<file path="src/rtl/spi_master_param_if.sv">
// spi_master_param_if: request/response handshake and SPI pin
// bundle shared by spi_master_param and its host.
interface spi_master_param_if #(
  parameter int DATA_W = 16,
  parameter int NUM_SS = 2
);
  localparam int SS_W = (NUM_SS > 1) ? $clog2(NUM_SS) : 1;

  logic              start;
  logic [DATA_W-1:0] data_in;
  logic [SS_W-1:0]   ss_sel;
  logic              cpol;
  logic              cpha;
  logic              miso;
  logic              sclk;
  logic              mosi;
  logic [NUM_SS-1:0] ss_n;
  logic              busy;
  logic              done;
  logic [DATA_W-1:0] data_out;

  modport master (
    input  start, data_in, ss_sel,
    input  cpol, cpha, miso,
    output sclk, mosi, ss_n,
    output busy, done, data_out
  );

  modport slave (
    output start, data_in, ss_sel,
    output cpol, cpha, miso,
    input  sclk, mosi, ss_n,
    input  busy, done, data_out
  );
endinterface

</file>
<file path="src/rtl/spi_master_param.sv">
// spi_master_param: SPI master, modes 0-3, parameterised width/divider.
// Macro SPI_LSB_FIRST_EN switches both directions to LSB first.
module spi_master_param #(
  parameter int DATA_W  = 16,
  parameter int CLK_DIV = 4,
  parameter int NUM_SS  = 2
) (
  input logic clk,
  input logic rst,
  spi_master_param_if.master bus
);
  localparam int CW = (CLK_DIV > 1) ? $clog2(CLK_DIV) : 1;
  localparam int EW = $clog2(2 * DATA_W + 1);
  localparam logic [CW-1:0] DIV_LAST = CW'(CLK_DIV - 1);
  localparam logic [EW-1:0] EDGE_END = EW'(2 * DATA_W);

  typedef enum logic [1:0] {
    IDLE,
    SETUP,
    SHIFT,
    HOLD
  } state_t;

  state_t state, state_nx;

  logic [CW-1:0]     div_cnt;
  logic [EW-1:0]     edge_cnt;
  logic [DATA_W-1:0] tx_sr;
  logic [DATA_W-1:0] rx_sr;
  logic [DATA_W-1:0] rx_next;
  logic [DATA_W-1:0] dout_q;
  logic [NUM_SS-1:0] ss_q;
  logic [NUM_SS-1:0] ss_dec;
  logic              pha;
  logic              sclk_q;
  logic              mosi_q;
  logic              busy_q;
  logic              done_q;
  logic              tick;
  logic              accept;
  logic              toggle;
  logic              lead;
  logic              do_smp;
  logic              do_emit;
  logic              fin;

`ifdef SPI_LSB_FIRST_EN
  function automatic logic head(input logic [DATA_W-1:0] v);
    return v[0];
  endfunction

  function automatic logic [DATA_W-1:0] rest(
    input logic [DATA_W-1:0] v
  );
    return v >> 1;
  endfunction

  assign rx_next = {bus.miso, rx_sr[DATA_W-1:1]};
`else
  function automatic logic head(input logic [DATA_W-1:0] v);
    return v[DATA_W-1];
  endfunction

  function automatic logic [DATA_W-1:0] rest(
    input logic [DATA_W-1:0] v
  );
    return v << 1;
  endfunction

  assign rx_next = {rx_sr[DATA_W-2:0], bus.miso};
`endif

  // edge_cnt is the index of the next sclk toggle; even = leading
  assign tick    = (div_cnt == DIV_LAST);
  assign accept  = (state == IDLE) && !done_q && bus.start;
  assign toggle  = tick && ((state == SETUP) ||
                   ((state == SHIFT) && (edge_cnt != EDGE_END)));
  assign lead    = ~edge_cnt[0];
  assign do_smp  = toggle && (lead != pha);
  assign do_emit = toggle && (lead == pha);
  assign fin     = (state == HOLD) && tick;

  // slave-select decode; out-of-range index selects nothing
  always_comb begin
    ss_dec = '1;
    for (int i = 0; i < NUM_SS; i++) begin
      if (32'(bus.ss_sel) == i) ss_dec[i] = 1'b0;
    end
  end

  // state register
  always_ff @(posedge clk or negedge rst) begin
    if (!rst) state <= IDLE;
    else      state <= state_nx;
  end

  // next-state logic
  always_comb begin
    state_nx = state;
    unique case (state)
      IDLE:  if (accept) state_nx = SETUP;
      SETUP: if (tick) state_nx = SHIFT;
      SHIFT: if (tick && (edge_cnt == EDGE_END)) state_nx = HOLD;
      HOLD:  if (tick) state_nx = IDLE;
      default: state_nx = IDLE;
    endcase
  end

  // half-period divider and sclk toggle counter
  always_ff @(posedge clk or negedge rst) begin
    if (!rst) begin
      div_cnt  <= '0;
      edge_cnt <= '0;
    end else begin
      if (state == IDLE || tick) div_cnt <= '0;
      else                       div_cnt <= div_cnt + 1'b1;
      if (accept)      edge_cnt <= '0;
      else if (toggle) edge_cnt <= edge_cnt + 1'b1;
    end
  end

  // serial clock, slave selects and status flags
  always_ff @(posedge clk or negedge rst) begin
    if (!rst) begin
      sclk_q <= 1'b0;
      ss_q   <= '1;
      pha    <= 1'b0;
      busy_q <= 1'b0;
      done_q <= 1'b0;
    end else begin
      done_q <= fin;
      busy_q <= accept | (busy_q & ~done_q);
      if (accept) begin
        sclk_q <= bus.cpol;
        ss_q   <= ss_dec;
        pha    <= bus.cpha;
      end else begin
        if (toggle) sclk_q <= ~sclk_q;
        if (fin)    ss_q   <= '1;
      end
    end
  end

  // transmit path: cpha=0 presents the first bit at capture
  always_ff @(posedge clk or negedge rst) begin
    if (!rst) begin
      tx_sr  <= '0;
      mosi_q <= 1'b0;
    end else if (accept) begin
      tx_sr  <= bus.cpha ? bus.data_in : rest(bus.data_in);
      mosi_q <= bus.cpha ? 1'b0 : head(bus.data_in);
    end else if (fin) begin
      mosi_q <= 1'b0;
    end else if (do_emit) begin
      tx_sr  <= rest(tx_sr);
      mosi_q <= head(tx_sr);
    end
  end

  // receive path and result register
  always_ff @(posedge clk or negedge rst) begin
    if (!rst) begin
      rx_sr  <= '0;
      dout_q <= '0;
    end else begin
      if (accept)      rx_sr <= '0;
      else if (do_smp) rx_sr <= rx_next;
      if (fin) dout_q <= rx_sr;
    end
  end

  assign bus.sclk     = sclk_q;
  assign bus.mosi     = mosi_q;
  assign bus.ss_n     = ss_q;
  assign bus.busy     = busy_q;
  assign bus.done     = done_q;
  assign bus.data_out = dout_q;
endmodule

</file>
<file path="src/flat_wrapper.sv">
// flat-port wrapper written by rule: the top's interface ports become plain ports
module spi_master_param_flat 
#(
  parameter int DATA_W  = 16,
  parameter int CLK_DIV = 4,
  parameter int NUM_SS  = 2
)
  (clk, rst, bus_start, bus_data_in, bus_ss_sel, bus_cpol, bus_cpha, bus_miso, bus_sclk, bus_mosi, bus_ss_n, bus_busy, bus_done, bus_data_out);
  spi_master_param_if #(.DATA_W(DATA_W), .NUM_SS(NUM_SS)) bus_i ();
  input logic clk;
  input logic rst;
  input wire logic [$bits(bus_i.start)-1:0] bus_start;
  input wire logic [$bits(bus_i.data_in)-1:0] bus_data_in;
  input wire logic [$bits(bus_i.ss_sel)-1:0] bus_ss_sel;
  input wire logic [$bits(bus_i.cpol)-1:0] bus_cpol;
  input wire logic [$bits(bus_i.cpha)-1:0] bus_cpha;
  input wire logic [$bits(bus_i.miso)-1:0] bus_miso;
  output wire logic [$bits(bus_i.sclk)-1:0] bus_sclk;
  output wire logic [$bits(bus_i.mosi)-1:0] bus_mosi;
  output wire logic [$bits(bus_i.ss_n)-1:0] bus_ss_n;
  output wire logic [$bits(bus_i.busy)-1:0] bus_busy;
  output wire logic [$bits(bus_i.done)-1:0] bus_done;
  output wire logic [$bits(bus_i.data_out)-1:0] bus_data_out;
  assign bus_i.start = bus_start;
  assign bus_i.data_in = bus_data_in;
  assign bus_i.ss_sel = bus_ss_sel;
  assign bus_i.cpol = bus_cpol;
  assign bus_i.cpha = bus_cpha;
  assign bus_i.miso = bus_miso;
  assign bus_sclk = bus_i.sclk;
  assign bus_mosi = bus_i.mosi;
  assign bus_ss_n = bus_i.ss_n;
  assign bus_busy = bus_i.busy;
  assign bus_done = bus_i.done;
  assign bus_data_out = bus_i.data_out;
  spi_master_param #(.DATA_W(DATA_W), .CLK_DIV(CLK_DIV), .NUM_SS(NUM_SS)) u_core (.clk(clk), .rst(rst), .bus(bus_i));
endmodule
</file>
<file path="config.mk">
export PLATFORM = sky130hd
export DESIGN_NAME = spi_master_param_flat
export DESIGN_NICKNAME = d
export VERILOG_FILES = /design/src/rtl/spi_master_param_if.sv /design/src/rtl/spi_master_param.sv /design/src/flat_wrapper.sv
export SDC_FILE = /design/constraint.sdc
export NUM_CORES = 1
export LEC_CHECK = 0
export ABC_AREA = 0
export CAP_MARGIN = 20
export CORE_MARGIN = 2
export CORE_UTILIZATION = 40
export DETAILED_ROUTE_END_ITERATION = 16
export PLACE_DENSITY = 0.69
export SLEW_MARGIN = 0
export SYNTH_ARGS = -nofsm -noshare
export SYNTH_HDL_FRONTEND = slang
export SYNTH_SLANG_ARGS = --single-unit
</file>
<file path="constraint.sdc">
create_clock -name clk -period 2.4 [get_ports clk]
set_input_delay 0.36 -clock clk [delete_from_list [all_inputs] [get_ports clk]]
set_output_delay 0.36 -clock clk [all_outputs]
set_load 0.01 [all_outputs]
</file>
Word level (Yosys, flattened, before mapping)
Index checks and enable logic that the tools add are counted.
{ "totals": {"reg_bits": 65, "input_bits": 23, "out_inout_bits": 22} }
{ "op_classes": {"n_addsub": 2, "n_eq_ne": 13, "muxes": 24, "bitwise": 5, "n_reduce_logical": 19} }
{ "op_table": {"columns": ["op", "count"], "rows": [
  ["$mux W16", 6],
  ["$mux W2", 7],
  ["$mux W6", 2],
  ["$logic_and A1 B1 Y1", 8],
  ["$mux W1", 8],
  ["$ne A2 B1 Y1 const B", 4],
  ["$pmux W2 S4", 1],
  ["$reduce_bool A2 Y1", 4],
  ["$add A6 B1 Y6 const B", 1],
  ["$eq A2 B2 Y1 const B", 3],
  ["$eq A6 B6 Y1 const B", 1],
  ["$ne A6 B6 Y1 const B", 1],
  ["$reduce_and A4 Y1", 1],
  ["$not A1 Y1", 3],
  ["$reduce_bool A3 Y1", 1],
  ["$add A2 B1 Y2 const B", 1],
  ["$eq A2 B1 Y1 const B", 1],
  ["$logic_not A2 Y1", 1],
  ["$logic_or A1 B1 Y1", 2],
  ["$ne A2 B2 Y1 const B", 1],
  ["$reduce_and A2 Y1", 1],
  ["$and A1 B1 Y1", 1],
  ["$eq A1 B1 Y1", 1],
  ["$logic_not A1 Y1", 1],
  ["2 further kinds", 2]
]} }

Depth between registers and ports, before layout
{ "logic_depth": {"word_depth": 8, "ltp_mapped": 8, "depth_no_buf": 6} }

Least setup slack after synthesis
OpenSTA, ideal clock, no wires.
{ "synth_timing": {"path_type": "register to register", "startpoint": "reg u_core.edge_cnt[0]", "endpoint": "reg u_core.rx_sr[10]", "arrival_ns": 1.785, "slack_ns": 0.483, "stages_incl_launch_ff": 8, "period_less_slack_ns": 1.917, "path_cell_list": "dfrtp_1 > inv_1 > ha_1 > and3b_1 > a211oi_4 > buf_6 > mux2i_1 > nor2_1"} }
{ "synth_between": {"elab_chain_len": 6} }
{ "synth_lines": {"columns": ["element", "line", "rtl"], "rows": [
  ["from (decl)", "spi_master_param.sv:27", "logic [EW-1:0] edge_cnt;"],
  ["from (signal assigned)", "spi_master_param.sv:118", "else if (toggle) edge_cnt <= edge_cnt + 1'b1;"],
  ["$ne A6 B6 Y1", "spi_master_param.sv:77", "((state == SHIFT) && (edge_cnt != EDGE_END)));"],
  ["$logic_and A1 B1 Y1", "spi_master_param.sv:77", null],
  ["$logic_or A1 B1 Y1", "spi_master_param.sv:76", "assign toggle = tick && ((state == SETUP) ||"],
  ["$logic_and A1 B1 Y1", "spi_master_param.sv:76", null],
  ["$logic_and A1 B1 Y1 *", "spi_master_param.sv:79", "assign do_smp = toggle && (lead != pha);"],
  ["$reduce_bool A2 Y1 (no source line) *", null, null],
  ["to (signal assigned)", "spi_master_param.sv:167", "else if (do_smp) rx_sr <= rx_next;"],
  ["to (decl)", "spi_master_param.sv:29", "logic [DATA_W-1:0] rx_sr;"]
]} }
Mark *: on every way between the ends. The rest lies on a longest branch, timed or not.
A chain may end at the register's enable or synchronous reset.

Final worst setup path
{ "layout_timing": {"startpoint": "reg u_core.state[0]", "endpoint": "reg u_core.tx_sr[15]"} }
{ "layout_between": {"elab_chain_len": 7} }
{ "layout_lines": {"columns": ["element", "line", "rtl"], "rows": [
  ["from (decl)", "spi_master_param.sv:24", "state_t state, state_nx;"],
  ["from (signal assigned)", "spi_master_param.sv:94", "else state <= state_nx;"],
  ["$eq A2 B2 Y1", "spi_master_param.sv:77", null],
  ["$logic_and A1 B1 Y1", "spi_master_param.sv:77", null],
  ["$logic_or A1 B1 Y1", "spi_master_param.sv:76", null],
  ["$logic_and A1 B1 Y1", "spi_master_param.sv:76", null],
  ["$logic_and A1 B1 Y1", "spi_master_param.sv:80", "assign do_emit = toggle && (lead == pha);"],
  ["$reduce_bool A2 Y1 (no source line)", null, null],
  ["$reduce_and A2 Y1 (no source line)", null, null],
  ["to (signal assigned)", "spi_master_param.sv:150", "tx_sr <= bus.cpha ? bus.data_in : rest(bus.data_in);"],
  ["to (signal assigned)", "spi_master_param.sv:155", "tx_sr <= rest(tx_sr);"],
  ["to (decl)", "spi_master_param.sv:28", "logic [DATA_W-1:0] tx_sr;"]
]} }
Several ways; a longest one is shown, not always the timed one.

==> load_flow_metrics.sql <==
INSERT INTO impl_metrics (metric_group, metric, value, unit) VALUES
('synth', 'synth_edf_count', '0', ''),
('synth', 'synthesized_instance_count', '267', ''),
('sta', 'timing.final.crit_share', '0.864', ''),
('global_routing', 'global_route_wire_length_before_repair', '10.2', 'mm'),
('global_routing', 'global_route.usage.total', '0.153', ''),
('sta', 'finalMaxSlewViolations', '0', ''),
('worst_setup_path', 'cp.arrival', '2.30', 'ns'),
('clock_tree', 'clkSlewWorstSetupHoldPaths', '0.07', 'ns'),
('worst_setup_path', 'path_cells', 'inv_1, ha_1, o21a_1, o21ai_1, or2_1, a311o_1', ''),
('power', 'total_power_density_per_cell_area', '1120', 'mW/mm^2'),
('sta', 'final.hold.worst_slack', '0.0119', 'ns'),
('place', 'io_buffers', '44', ''),
('clock_tree', 'numClockSinks', '65', ''),
('final_layout', 'n_antenna_cell', '0', ''),
('synth', 'fraction_of_the_mapped_netlist_area_in_adder_cells', '0.0325', ''),
('sta', 'layout_min_cycle_time', '2.07', 'ns'),
('synth', 'yosysUniqueCellTypes', '37', ''),
('route', 'post_drt_wl_per_cell', '14.2', 'um'),
('power', 'post_route_total_power', '0.00424', 'W'),
('sta', 'worst_slew_margin_rel', '0.619', ''),
('synth', 'post_synthesis_xor_xnor_area_fraction', '0.0224', ''),
('clock_tree', 'cts-resized-gates', '0', ''),
('synth', 'main_combinational_cell_family_by_area_after_synthesis', 'multiplexers', ''),
('sta', 'finalWorstSetupSlack', '0.327', 'ns'),
('final_layout', 'fin_util', '0.516', ''),
('synth', 'synth_seq_area_share', '0.529', ''),
('global_routing', 'busiest_layer', 'met2', ''),
('synth', 'synth-seq-cells', '65', ''),
('min_path', 'holdCritPathClass', 'primary input to asynchronous set/reset pin', ''),
('sta', 'setup_violations', '0', ''),
('worst_setup_path', 'critical_path.startpoint_type', 'flop', ''),
('synth', 'post_synth_and_or_nand_nor_area_fraction', '0.0951', ''),
('global_routing', 'globalRoute.totalOverflow', '0', ''),
('worst_setup_path', 'worst_setup_path_category', 'flop to flop', ''),
('synth', 'synth-compound-area-share', '0.117', ''),
('worst_setup_path', 'timing.critical_path.max_delay_family', 'compound AO/OA/AOI/OAI gates', ''),
('clock_tree', 'cts_hold_buf', '0', ''),
('floorplanning', 'dieArea', '0.00841', 'mm^2'),
('clock_tree', 'root_buffer', 'clkbuf_8', ''),
('final_layout', 'fraction_of_final_layout_cells_sized_beyond_drive_strength_1', '0.143', ''),
('floorplanning', 'width_of_the_chip', '91.7', 'um'),
('floorplanning', 'starting_density_of_the_core', '0.418', ''),
('worst_setup_path', 'critical-path-max-stage-delay', '0.43', 'ns'),
('route', 'route.detailed.vias_per_inst', '5.07', ''),
('clock_tree', 'cts.htree.levels', '3', ''),
('route', 'vias', '2131', ''),
('synth', 'synth_warnings', '0', ''),
('run_status', 'outcome', 'finished clean', ''),
('clock_tree', 'cts_setup_buffers', '0', ''),
('sta', 'tns', '0', 'ns'),
('route', 'totalWireLength', '5.97', 'mm'),
('worst_setup_path', 'crit_slowest_cell', 'or2_1', ''),
('synth', 'synthFlopType', 'dfrtp_1', ''),
('final_layout', 'area_growth_from_synthesis_to_layout', '23.6', '%'),
('synth', 'async_flop_share', '1.00', ''),
('clock_tree', 'tritoncts.num_buffers', '9', ''),
('global_routing', 'grt_use_met3', '0.0551', ''),
('synth', 'netlist_area', '0.00308', 'mm^2'),
('clock_tree', 'clock_path_buffers', '2', ''),
('sta', 'max_freq', '482', 'MHz'),
('worst_setup_path', 'crit_buf_inv', '1', ''),
('floorplanning', 'design.core.area', '0.00737', 'mm^2'),
('global_routing', 'antenna_found_initial', '0', ''),
('global_routing', 'largest_net_degree_at_the_start_of_global_routing', '40', ''),
('worst_setup_path', 'setup.reg_to_reg.worst_slack', '0.33', 'ns'),
('sta', 'tightestPinTransition', '0.571', 'ns'),
('synth', 'postSynthNetCount', '298', ''),
('synth', 'syn_area_per_cell', '11.5', 'um^2'),
('route', 'detail-route-antenna-nets', '0', ''),
('place', 'place_congestion', '0.794', ''),
('final_layout', 'fin_nets', '347', '');
## through the flow
stage / std cells / instance area [um^2]
after detailed placement: 404 / 3630
after floorplan: 267 / 3080
after global placement: 404 / 3630
after CTS: 420 / 3800
final: 420 / 3800
after global routing: 420 / 3800
## cells in the final DEF (no fill, tap or decap), types with 3 or more instances in the layout
cell              n
o21ai_0           6
ha_1              8
clkbuf_8         10
o21bai_1         14
inv_1             9
nand2_1          23
mux2_2           17
dfrtp_1          63
mux2i_1          32
nor3_1            4
xor2_1            3
xnor2_1           3
clkdlybuf4s50_1  43
nor2_1           27
o221ai_1         14
buf_4            10
## report_power, final
group          total [W]  switching (W)  leakage (nW)  internal (W)
logic            0.00168       0.000819         0.797      0.000861
registers        0.00174       0.000227         0.855       0.00152
clock network   0.000818       0.000414        0.0826      0.000403
## worst register-to-register path, cell delays in order (launching register included)
cell     delay, ns
dfrtp_1       0.42
inv_1         0.12
ha_1          0.25
o21a_1        0.21
o21ai_1       0.10
or2_1         0.43
a311o_1       0.43
## cell type report
class	count	area, um^2
Inverter	9	33.8
Timing Repair Buffer	54	510
Fill cell	676	3560
Multi-Input combinational cell	177	1330
Clock buffer	12	145
Sequential cell	65	1630
Tap cell	99	124
Clock inverter	4	28.8
## cells in the mapped netlist (2+ instances only)
cell type,count,area (um^2)
xor2_1,3,26.3
clkbuf_1,8,30.0
a21oi_1,2,10.0
buf_6,2,22.5
nand3_1,2,10.0
o221ai_1,14,123
buf_2,5,25.0
nand2b_1,2,12.5
o211ai_1,2,15.0
nor3_1,4,20.0
o21bai_1,14,105
o21ai_0,7,35.0
inv_1,9,33.8
dfrtp_1,63,1580
dfstp_2,2,52.6
nand2_1,23,86.3
mux2i_1,32,320
nand3b_1,2,15.0
or3_1,2,12.5
nor2_1,27,101
xnor2_1,3,26.3
mux2_2,17,191
ha_1,8,100
## metal layers
layer / wire (um) / vias up
li1: - / 1046
met1: 2710 / 1049
met2: 3000 / 30
met3: 192 / 6
met4: 69 / 0
met5: 0 / -
## registers in the layout (all words and copies together), names as in the netlist
signal and flops:
u_core.rx_sr 16, u_core.div_cnt 2, u_core.bus.done 1, u_core.edge_cnt 6, u_core.bus.mosi 1, u_core.bus.sclk 1
u_core.bus.data_out 16, u_core.bus.ss_n 2, u_core.pha 1, u_core.state 2, u_core.tx_sr 16, u_core.bus.busy 1
## logic make-up (layout without fill, tap and decap cells)
group,after synthesis,in the layout
muxes,49,49
DFF,65,65
adders and majority gates,8,8
AOI/OAI and AO/OA,46,46
buffers and inverters,25,79
xor gates and xnor gates,7,7
and+or+nand+nor,67,67
## worst paths after layout
kind	from	depth (start not counted)	endpoint
worst max register to register	u_core.state[0]$_DFFE_PN0P_	6	u_core.tx_sr[15]$_DFFE_PN0P_
worst min-delay path	rst	1	u_core.bus.data_out[14]$_DFFE_PN0P_
worst min register to register	u_core.div_cnt[0]$_DFF_PN0_	1	u_core.div_cnt[0]$_DFF_PN0_
min in group clk	u_core.div_cnt[0]$_DFF_PN0_	1	u_core.div_cnt[0]$_DFF_PN0_
max in group asynchronous	rst	2	u_core.tx_sr[2]$_DFFE_PN0P_
worst max-delay path	u_core.state[0]$_DFFE_PN0P_	6	u_core.tx_sr[15]$_DFFE_PN0P_
No activity file was read; power rests on OpenSTA's default activity.
